`config.mk`:
```
export PLATFORM = sky130hd
export DESIGN_NAME = tilt_step_decoder
export DESIGN_NICKNAME = d
export VERILOG_FILES = /design/src/rtl/tilt_step_decoder.sv
export SDC_FILE = /design/constraint.sdc
export NUM_CORES = 1
export LEC_CHECK = 0
export BUFFER_PORTS_ARGS = -buffer_cell sky130_fd_sc_hd__buf_2
export CORE_AREA = 2 2 72 74
export DETAILED_ROUTE_END_ITERATION = 8
export DIE_AREA = 0 0 74 76
export GPL_TIMING_DRIVEN = 0
export SYNTH_ARGS = -nofsm -noshare
export SYNTH_HDL_FRONTEND = slang
export SYNTH_SLANG_ARGS = --single-unit
```
`constraint.sdc`:
```
create_clock -name clk -period 2.2 [get_ports clk]
set_input_delay 0.33 -clock clk [delete_from_list [all_inputs] [get_ports clk]]
set_output_delay 0.33 -clock clk [all_outputs]
set_load 0.02 [all_outputs]
```
`src/rtl/tilt_step_decoder.sv`:
```
// Debounced, hysteretic tilt-to-command decoder for the ball position block.
// Optional sample-loss timeout is enabled by defining TILT_STALE_TIMEOUT_EN.
module tilt_step_decoder #(
  parameter int CLK_FREQUENCY_HZ     = 100000000,
  parameter int SAMPLE_WIDTH         = 8,
  parameter int ENTER_TH             = 24,
  parameter int EXIT_TH              = 12,
  parameter int DEBOUNCE_SAMPLES     = 3,
  parameter int STALE_TIMEOUT_MS     = 50,
  parameter int SIMULATE             = 0,
  parameter int SIMULATE_TIMEOUT_CNT = 20
) (
  input  logic                    clk,
  input  logic                    reset,
  input  logic [SAMPLE_WIDTH-1:0] accel_x,
  input  logic [SAMPLE_WIDTH-1:0] accel_y,
  input  logic                    accel_valid,
  output logic                    accel_ready,
  output logic                    x_increment,
  output logic                    x_decrement,
  output logic                    y_increment,
  output logic                    y_decrement,
  output logic                    stale
);

  typedef enum logic [1:0] {
    CLS_HOLD,
    CLS_CTR,
    CLS_POS,
    CLS_NEG
  } cls_t;

  typedef enum logic [2:0] {
    ST_IDLE,
    ST_PEND_POS,
    ST_POS,
    ST_PEND_NEG,
    ST_NEG
  } state_t;

  typedef struct packed {
    state_t     state;
    logic [3:0] cnt;
  } axis_t;

  localparam int W = SAMPLE_WIDTH;

  // Thresholds live in W+1 bits so that the most negative sample has a magnitude.
  localparam logic signed [W:0] ENTER_P = (W+1)'(ENTER_TH);
  localparam logic signed [W:0] ENTER_N = -ENTER_P;
  localparam logic signed [W:0] EXIT_P  = (W+1)'(EXIT_TH);
  localparam logic signed [W:0] EXIT_N  = -EXIT_P;
  localparam logic [3:0]        DEB_CNT = 4'(DEBOUNCE_SAMPLES);
  localparam axis_t             AXIS_IDLE = '{state: ST_IDLE, cnt: 4'd0};

  if (ENTER_TH < 1 || ENTER_TH > (2 ** (SAMPLE_WIDTH - 1)) - 1) begin : g_bad_enter
    $error("tilt_step_decoder: ENTER_TH out of range");
  end
  if (EXIT_TH >= ENTER_TH) begin : g_bad_exit
    $error("tilt_step_decoder: EXIT_TH must be below ENTER_TH");
  end
  if (DEBOUNCE_SAMPLES < 1 || DEBOUNCE_SAMPLES > 15) begin : g_bad_debounce
    $error("tilt_step_decoder: DEBOUNCE_SAMPLES out of range");
  end
  if (SIMULATE != 0 && SIMULATE_TIMEOUT_CNT < 1) begin : g_bad_sim_timeout
    $error("tilt_step_decoder: SIMULATE_TIMEOUT_CNT must be positive");
  end
  if (SIMULATE == 0 && (CLK_FREQUENCY_HZ / 1000) * STALE_TIMEOUT_MS < 1) begin : g_bad_timeout
    $error("tilt_step_decoder: stale timeout evaluates to zero cycles");
  end

  function automatic cls_t classify(input logic [W-1:0] s);
    logic signed [W:0] v;
    v = $signed({s[W-1], s});
    if (v >= ENTER_P)                   return CLS_POS;
    else if (v <= ENTER_N)              return CLS_NEG;
    else if (v > EXIT_N && v < EXIT_P)  return CLS_CTR;
    else                                return CLS_HOLD;
  endfunction

  // First tilted sample in a direction; commits at once when one sample suffices.
  function automatic axis_t begin_pend(input logic neg);
    axis_t r;
    r.cnt = 4'd1;
    if (neg) r.state = ST_PEND_NEG;
    else     r.state = ST_PEND_POS;
    if (DEB_CNT <= 4'd1) begin
      r.cnt = 4'd0;
      if (neg) r.state = ST_NEG;
      else     r.state = ST_POS;
    end
    return r;
  endfunction

  function automatic axis_t advance(input axis_t cur, input logic neg);
    axis_t      r;
    logic [3:0] n;
    n = (cur.cnt == 4'hF) ? 4'hF : cur.cnt + 4'd1;
    if (n >= DEB_CNT) begin
      r.cnt = 4'd0;
      if (neg) r.state = ST_NEG;
      else     r.state = ST_POS;
    end else begin
      r.cnt   = n;
      r.state = cur.state;
    end
    return r;
  endfunction

  function automatic axis_t step(input axis_t cur, input cls_t cls);
    axis_t r;
    r = cur;
    unique case (cur.state)
      ST_IDLE: begin
        if (cls == CLS_POS)      r = begin_pend(1'b0);
        else if (cls == CLS_NEG) r = begin_pend(1'b1);
      end
      ST_PEND_POS: begin
        if (cls == CLS_POS)      r = advance(cur, 1'b0);
        else if (cls == CLS_NEG) r = begin_pend(1'b1);
        else                     r = AXIS_IDLE;
      end
      ST_PEND_NEG: begin
        if (cls == CLS_NEG)      r = advance(cur, 1'b1);
        else if (cls == CLS_POS) r = begin_pend(1'b0);
        else                     r = AXIS_IDLE;
      end
      ST_POS: begin
        if (cls == CLS_CTR)      r = AXIS_IDLE;
        else if (cls == CLS_NEG) r = begin_pend(1'b1);
      end
      ST_NEG: begin
        if (cls == CLS_CTR)      r = AXIS_IDLE;
        else if (cls == CLS_POS) r = begin_pend(1'b0);
      end
      default: r = AXIS_IDLE;
    endcase
    return r;
  endfunction

  // Handshake: a sample pair transfers on a rising edge where accel_valid and
  // accel_ready are both 1; accel_ready then drops for exactly one cycle while
  // the single input register hands the pair to the classifier.
  logic         accept;
  logic [W-1:0] smp_x;
  logic [W-1:0] smp_y;
  logic         smp_vld;
  cls_t         cls_x;
  cls_t         cls_y;
  logic         cls_vld;
  axis_t        x_axis;
  axis_t        y_axis;
  axis_t        x_next;
  axis_t        y_next;
  logic         force_idle;

  assign accept = accel_valid & accel_ready;

  always_ff @(posedge clk) begin
    if (reset) begin
      accel_ready <= 1'b0;
      smp_x       <= '0;
      smp_y       <= '0;
      smp_vld     <= 1'b0;
      cls_x       <= CLS_HOLD;
      cls_y       <= CLS_HOLD;
      cls_vld     <= 1'b0;
    end else begin
      accel_ready <= ~accept;
      smp_vld     <= accept;
      if (accept) begin
        smp_x <= accel_x;
        smp_y <= accel_y;
      end
      cls_vld <= smp_vld;
      if (smp_vld) begin
        cls_x <= classify(smp_x);
        cls_y <= classify(smp_y);
      end
    end
  end

  always_comb begin
    x_next = step(x_axis, cls_x);
    y_next = step(y_axis, cls_y);
  end

  // Both axis FSMs with their registered command decodes.
  always_ff @(posedge clk) begin
    if (reset || force_idle) begin
      x_axis      <= AXIS_IDLE;
      y_axis      <= AXIS_IDLE;
      x_increment <= 1'b0;
      x_decrement <= 1'b0;
      y_increment <= 1'b0;
      y_decrement <= 1'b0;
    end else if (cls_vld) begin
      x_axis      <= x_next;
      y_axis      <= y_next;
      x_increment <= (x_next.state == ST_POS);
      x_decrement <= (x_next.state == ST_NEG);
      y_increment <= (y_next.state == ST_POS);
      y_decrement <= (y_next.state == ST_NEG);
    end
  end

`ifdef TILT_STALE_TIMEOUT_EN
  localparam logic [31:0] TIMEOUT_TOP = (SIMULATE != 0)
    ? 32'(SIMULATE_TIMEOUT_CNT)
    : 32'((CLK_FREQUENCY_HZ / 1000) * STALE_TIMEOUT_MS - 1);

  logic [31:0] tmo_cnt;
  logic        stale_q;

  // The counter parks at the top so the FSMs stay idle until a sample returns.
  always_ff @(posedge clk) begin
    if (reset) begin
      tmo_cnt <= '0;
      stale_q <= 1'b0;
    end else if (accept) begin
      tmo_cnt <= '0;
      stale_q <= 1'b0;
    end else begin
      if (tmo_cnt != TIMEOUT_TOP) tmo_cnt <= tmo_cnt + 32'd1;
      if (tmo_cnt == TIMEOUT_TOP) stale_q <= 1'b1;
    end
  end

  assign force_idle = ~accept & (tmo_cnt == TIMEOUT_TOP);
  assign stale      = stale_q;
`else
  assign force_idle = 1'b0;
  assign stale      = 1'b0;
`endif

endmodule

```
-- Yosys cells after proc, flatten, opt, wreduce, memory -nomap -nowiden
Cells that the tools add are included.
- output and inout port bits: 6
- register bits: 41
- ROM bits: 0
- memories: 0
- latch bits: 0
- logic and storage cells: 89
- RAM bits: 0
- div/mod/pow operators: 0
- shift operators: 0
- add/sub/neg operators: 2
- equality and inequality tests: 22
- reductions and logical operators: 6
- multiplexer cells: 32
- order comparisons: 10
- multiply operators: 0
- bitwise gates (word level): 2
- operators with widths (operator ; number):
    $mux 7 ; 18
    $pmux 7 s5 ; 2
    $eq 3x2->1 const B ; 6
    $ge 8x6->1 const B ; 2
    $gt 8x5->1 const B ; 2
    $le 8x6->1 const B ; 2
    $lt 8x5->1 const B ; 2
    $eq 3x3->1 const B ; 4
    $mux 6 ; 2
    $mux 5 ; 2
    $add 4x1->4 const B ; 2
    $eq 2x2->1 const B ; 4
    $eq 4x4->1 const B ; 2
    $ge 4x2->1 const B ; 2
    $mux 2 ; 4
    $mux 4 ; 2
    $eq 3x1->1 const B ; 2
    $logic_not 3->1 ; 2
    $ne 3x3->1 const B ; 2
    $eq 2x1->1 const B ; 2
    $reduce_and 2->1 ; 2
    $logic_and 1x1->1 ; 2
    $mux 1 ; 2
    $and 1x1->1 ; 1
    $not 1->1 ; 1

-- Depth between registers and ports, before layout
- word-level depth: 7
- gate-level depth with buffers: 8
- depth with buffers taken out: 8

-- Worst setup path before layout
Ideal clock, no wire load.
- path type: flip-flop to flip-flop
- start point: reg x_axis[0] (netlist name)
- end point: reg x_increment
- setup time: 0.132 ns
- stages on the path, launching flop included: 8
- slack: 0.322 ns
- buffers on the path: 0
- data arrival time: 1.746 ns
- cell sequence: dfxtp_1 > ha_1 > a21bo_1 > a2111oi_4 > nand2_1 > a221oi_1 > nand3b_1 > a21oi_1
- word-level cells in the longest chain between the ends: 7
- ends and longest elaborated chain (what ; line ; RTL):
    start: declaration ; 151 ; axis_t x_axis;
    start signal: assignment ; 198 ; x_axis <= x_next;
    $add 4x1->4 or $eq 4x4->1 (tied branches) ; 98 ; n = (cur.cnt == 4'hF) ? 4'hF : cur.cnt + 4'd1;
    $mux 4 (*) ; 98 ;
    $ge 4x2->1 (*) ; 99 ; if (n >= DEB_CNT) begin
    $mux 7 ; 99 ;
    $mux 7, on equally long branches ; 124, 119 ;
    $pmux 7 s5 (*) ; 113 ; unique case (cur.state)
    $eq 3x2->1 (*) ; 200 ; x_increment <= (x_next.state == ST_POS);
    end signal: assignment ; 200 ;
    end: declaration ; 19 ; output logic x_increment,
Every way passes the cells marked *; elsewhere a longest branch is shown, timed or not.
A chain may end at the register's enable or synchronous reset.

-- Worst setup path after layout
Same ends and word-level chain as after synthesis.

==> flow_results.xml <==
<?xml version="1.0" encoding="UTF-8"?>
<metrics>
  <group name="floorplan">
    <metric name="std_cell_rows" unit="">26</metric>
    <metric name="fp.dieArea" unit="mm2">0.00562</metric>
    <metric name="io-pin-count" unit="">25</metric>
    <metric name="die_h" unit="um">76</metric>
    <metric name="core" unit="mm2">0.00491</metric>
    <metric name="floorplan.die.width" unit="um">74</metric>
    <metric name="floorplan.initialDensity" unit="%">42.5</metric>
  </group>
  <group name="final_layout">
    <metric name="num-fill-cells" unit="">509</metric>
    <metric name="num_antenna_cells" unit="">0</metric>
    <metric name="ff_latch_area" unit="um2">821</metric>
    <metric name="multi_input_comb_area" unit="mm2">0.00118</metric>
    <metric name="final-instance-count-excl-fill" unit="">352</metric>
    <metric name="drive_above_1_share" unit="%">12.8</metric>
    <metric name="nets" unit="">308</metric>
    <metric name="area.growth.synth_to_final" unit="%">14.2</metric>
  </group>
  <group name="logic_synthesis">
    <metric name="post_synth_inst_count" unit="">251</metric>
    <metric name="yosysWarnings" unit="">0</metric>
    <metric name="synth_seq_area_share" unit="%">39.3</metric>
    <metric name="synth_top_area_cell" unit="">sky130_fd_sc_hd__dfxtp_1</metric>
    <metric name="syn-cell-area" unit="mm2">0.00209</metric>
    <metric name="ys_ff_latch" unit="">41</metric>
    <metric name="post-synth-top-area-fraction" unit="%">39.3</metric>
    <metric name="synthesis.area_per_instance" unit="um2">8.32</metric>
    <metric name="count_of_unique_library_cells_instantiated_by_yosys" unit="">44</metric>
    <metric name="synth.top_cells.by_area" unit="">sky130_fd_sc_hd__dfxtp_1 39%, sky130_fd_sc_hd__a22o_1 6.7%, sky130_fd_sc_hd__a21oi_1 6.0%, sky130_fd_sc_hd__ha_1 4.8%, sky130_fd_sc_hd__nor2_1 4.1%</metric>
    <metric name="postSynthNetCount" unit="">278</metric>
    <metric name="synth-async-reset-ratio" unit="%">0</metric>
    <metric name="synthFlopType" unit="">sky130_fd_sc_hd__dfxtp_1</metric>
    <metric name="synth_edf_count" unit="">0</metric>
  </group>
  <group name="timing">
    <metric name="setup_violations" unit="">0</metric>
    <metric name="period_utilization" unit="%">91.7</metric>
    <metric name="report.final.slew_viol_count" unit="">0</metric>
    <metric name="finClkSkew" unit="ns">0.00896</metric>
    <metric name="worst_pin_slew" unit="ns">0.570</metric>
    <metric name="hold_viol" unit="">0</metric>
    <metric name="unrepaired_setup_endpoints_after_global_routing" unit="">no</metric>
    <metric name="slew_headroom" unit="%">62.0</metric>
    <metric name="max_clock_freq" unit="MHz">496</metric>
    <metric name="fin_crit" unit="ns">2.02</metric>
    <metric name="fin_setup_tns" unit="ns">0</metric>
  </group>
  <group name="critical_path">
    <metric name="crit_type" unit="">register to register</metric>
    <metric name="worst-endpoint-required" unit="ns">2.36</metric>
    <metric name="setup.worst_path.start_class" unit="">register</metric>
    <metric name="ff2ff_path_depth" unit="">7</metric>
    <metric name="worst_r2r_endpoint" unit="">x_increment$_SDFFE_PP0P_</metric>
    <metric name="timing.rr.start" unit="">x_axis[0]$_SDFFE_PP0P_</metric>
    <metric name="worst-r2r-setup-slack" unit="ns">0.18</metric>
    <metric name="endpoint_kind" unit="">register</metric>
    <metric name="worstPathArrival" unit="ns">2.17</metric>
    <metric name="worst_path_max_fanout" unit="">6</metric>
  </group>
  <group name="detailed_routing">
    <metric name="drt.antenna.violating_nets" unit="">0</metric>
    <metric name="wirelength" unit="um">4320</metric>
    <metric name="dr.pass1.iters" unit="">4</metric>
    <metric name="drt-vias-per-instance" unit="">5.30</metric>
    <metric name="detailedRoute.firstIterationViolations" unit="">173</metric>
    <metric name="detail_route.drc_violations" unit="">0</metric>
    <metric name="dr_total_vias" unit="">1865</metric>
    <metric name="routed_wire_length_per_instance" unit="um">12.3</metric>
  </group>
  <group name="cts">
    <metric name="worst_skew_pair.late_latency" unit="ns">0.28</metric>
    <metric name="holdBufCountCts" unit="">0</metric>
    <metric name="worst_setup_hold_path_clk_slew" unit="ns">0.08</metric>
    <metric name="cts_num_sinks" unit="">41</metric>
    <metric name="cts_inserted_buffers" unit="">5</metric>
    <metric name="clockBufferDepth" unit="">2</metric>
    <metric name="cts_tree" unit="">done</metric>
    <metric name="clock_root_buffer" unit="">sky130_fd_sc_hd__clkbuf_8</metric>
    <metric name="htree_levels" unit="">2</metric>
  </group>
  <group name="job">
    <metric name="max_cap_viol_count" unit="">0</metric>
  </group>
  <group name="hold_path">
    <metric name="hold_path_depth" unit="">2</metric>
    <metric name="worst_hold_path_type" unit="">primary input to register</metric>
    <metric name="min_from" unit="">accel_x[7]</metric>
    <metric name="hold-path-endpoint" unit="">smp_x[7]$_SDFFE_PP0P_</metric>
  </group>
  <group name="placement">
    <metric name="gp_congestion" unit="">0.913</metric>
    <metric name="buffers_added_on_ports" unit="">23</metric>
    <metric name="place_hpwl" unit="um">3230</metric>
    <metric name="total_instance_count_after_detailed_placement" unit="">344</metric>
  </group>
  <group name="grt">
    <metric name="first_pass_grt_wire_length" unit="um">8010</metric>
    <metric name="grt_overflow" unit="">0</metric>
    <metric name="grt_max_degree" unit="">14</metric>
    <metric name="grt_pass1_vias" unit="">1813</metric>
    <metric name="grt_util_all_layers" unit="%">17.3</metric>
    <metric name="grt_antenna_before_repair" unit="">0</metric>
  </group>
  <group name="outcome">
    <metric name="outcome" unit="">completed</metric>
  </group>
  <group name="power">
    <metric name="irDropWorstVdd" unit="mV">0.403</metric>
    <metric name="leakage" unit="nW">0.929</metric>
    <metric name="power_per_cell_area" unit="mW/mm2">587</metric>
  </group>
</metrics>
-- flip-flops by register name, indices dropped and copies added (netlist names) --
signal,count
cls_y,2
x_increment,1
smp_x,8
y_increment,1
smp_y,8
x_axis,7
x_decrement,1
accel_ready,1
smp_vld,1
cls_vld,1
y_decrement,1
cls_x,2
y_axis,7
-- report_power, final --
group	internal, mW	leakage [nW]	switching [mW]
clock	0.224	0.0374	0.255
combinational	0.0594	0.558	0.0753
sequential	0.764	0.333	0.0240
-- repair_timing --
item / 4_1_cts / 5_1_grt
setup endpoints to repair: 0 / 2
resized for setup: 0 / 1
setup buffers: 0 / 0
-- kinds of logic (layout without fill, tap and decap cells) --
group / after synthesis / after routing / share of synthesized area [%]
flip-flops: 41 / 41 / 39.3
AND/OR/NAND/NOR: 85 / 85 / 19.9
adder cells (fa/ha/maj): 8 / 8 / 4.79
AO/OA/AOI/OAI: 91 / 91 / 31.1
other: 1 / 1 / 0.179
buffers and inverters: 25 / 56 / 4.67
-- cell usage after synthesis (5+ instances only) --
library cell and number:
sky130_fd_sc_hd__a21oi_1 25, sky130_fd_sc_hd__nor2_1 23, sky130_fd_sc_hd__a22o_1 16, sky130_fd_sc_hd__dfxtp_1 41, sky130_fd_sc_hd__nor2b_1 7, sky130_fd_sc_hd__and2_1 5, sky130_fd_sc_hd__nor3_1 9, sky130_fd_sc_hd__clkbuf_1 10
sky130_fd_sc_hd__inv_1 12, sky130_fd_sc_hd__a211oi_1 6, sky130_fd_sc_hd__ha_1 8, sky130_fd_sc_hd__o21ai_0 12, sky130_fd_sc_hd__nand2_1 21
-- placed cells by master, fill, tap and decap left out, types with 9 or more instances in the layout --
| cell type | instances |
|---|---|
| sky130_fd_sc_hd__dfxtp_1 | 41 |
| sky130_fd_sc_hd__a21oi_1 | 25 |
| sky130_fd_sc_hd__nor2_1 | 23 |
| sky130_fd_sc_hd__buf_2 | 23 |
| sky130_fd_sc_hd__nand2_1 | 21 |
| sky130_fd_sc_hd__a22o_1 | 16 |
| sky130_fd_sc_hd__inv_1 | 12 |
| sky130_fd_sc_hd__o21ai_0 | 12 |
| sky130_fd_sc_hd__clkbuf_1 | 11 |
| sky130_fd_sc_hd__nor3_1 | 9 |
-- worst max-delay path, cell delays in order, from the launching register on --
cell	delay (ns)
sky130_fd_sc_hd__dfxtp_1	0.43
sky130_fd_sc_hd__ha_1	0.23
sky130_fd_sc_hd__a21bo_1	0.24
sky130_fd_sc_hd__a2111oi_4	0.41
sky130_fd_sc_hd__nand2_1	0.12
sky130_fd_sc_hd__a221oi_2	0.25
sky130_fd_sc_hd__nand3b_1	0.14
sky130_fd_sc_hd__a21oi_1	0.07
-- routing by layer --
layer	up-vias	GRT usage (%)	routed length, um
met4	0	6.36	64
met1	829	24.6	2200
li1	983	-	-
met3	7	3.17	179
met5	-	0	0
met2	46	25.8	1880
-- worst max-delay path by stage --
| stage | startpoint | end | slack [ns] |
|---|---|---|---|
| final | x_axis[0]$_SDFFE_PP0P_ | x_increment$_SDFFE_PP0P_ | 0.18 |
| after detailed placement | x_axis[0]$_SDFFE_PP0P_ | x_increment$_SDFFE_PP0P_ | 0.07 |
| after floorplan | x_axis[0]$_SDFFE_PP0P_ | x_increment$_SDFFE_PP0P_ | 0.32 |
| after CTS | x_axis[0]$_SDFFE_PP0P_ | x_increment$_SDFFE_PP0P_ | 0.06 |
| after global routing | x_axis[0]$_SDFFE_PP0P_ | x_increment$_SDFFE_PP0P_ | 0.02 |
| after global placement | x_axis[0]$_SDFFE_PP0P_ | x_increment$_SDFFE_PP0P_ | 0.06 |
-- final cells by class --
type,count,area share [%]
multi-input cells,185,49.3
well taps,70,3.67
inverters,12,1.89
clock inverters,2,0.629
flip-flops and latches,41,34.4
clock buffers,6,3.04
plain buffers,13,2.20
repair buffers,23,4.82
-- stage by stage --
stage	power (mW)	cell area (um2)	setup WS [ns]	hold slack, ns	util [%]
after floorplan	0.894	2090	0.322	0.445	-
after global placement	0.938	2290	0.0633	0.451	46.7
after detailed placement	0.939	2290	0.0651	0.452	46.7
after CTS	1.41	2380	0.0558	0.240	48.4
after global routing	1.47	2390	0.0154	0.242	48.6
final	1.40	2390	0.183	0.247	48.6
No activity file was read; power rests on OpenSTA's default activity.
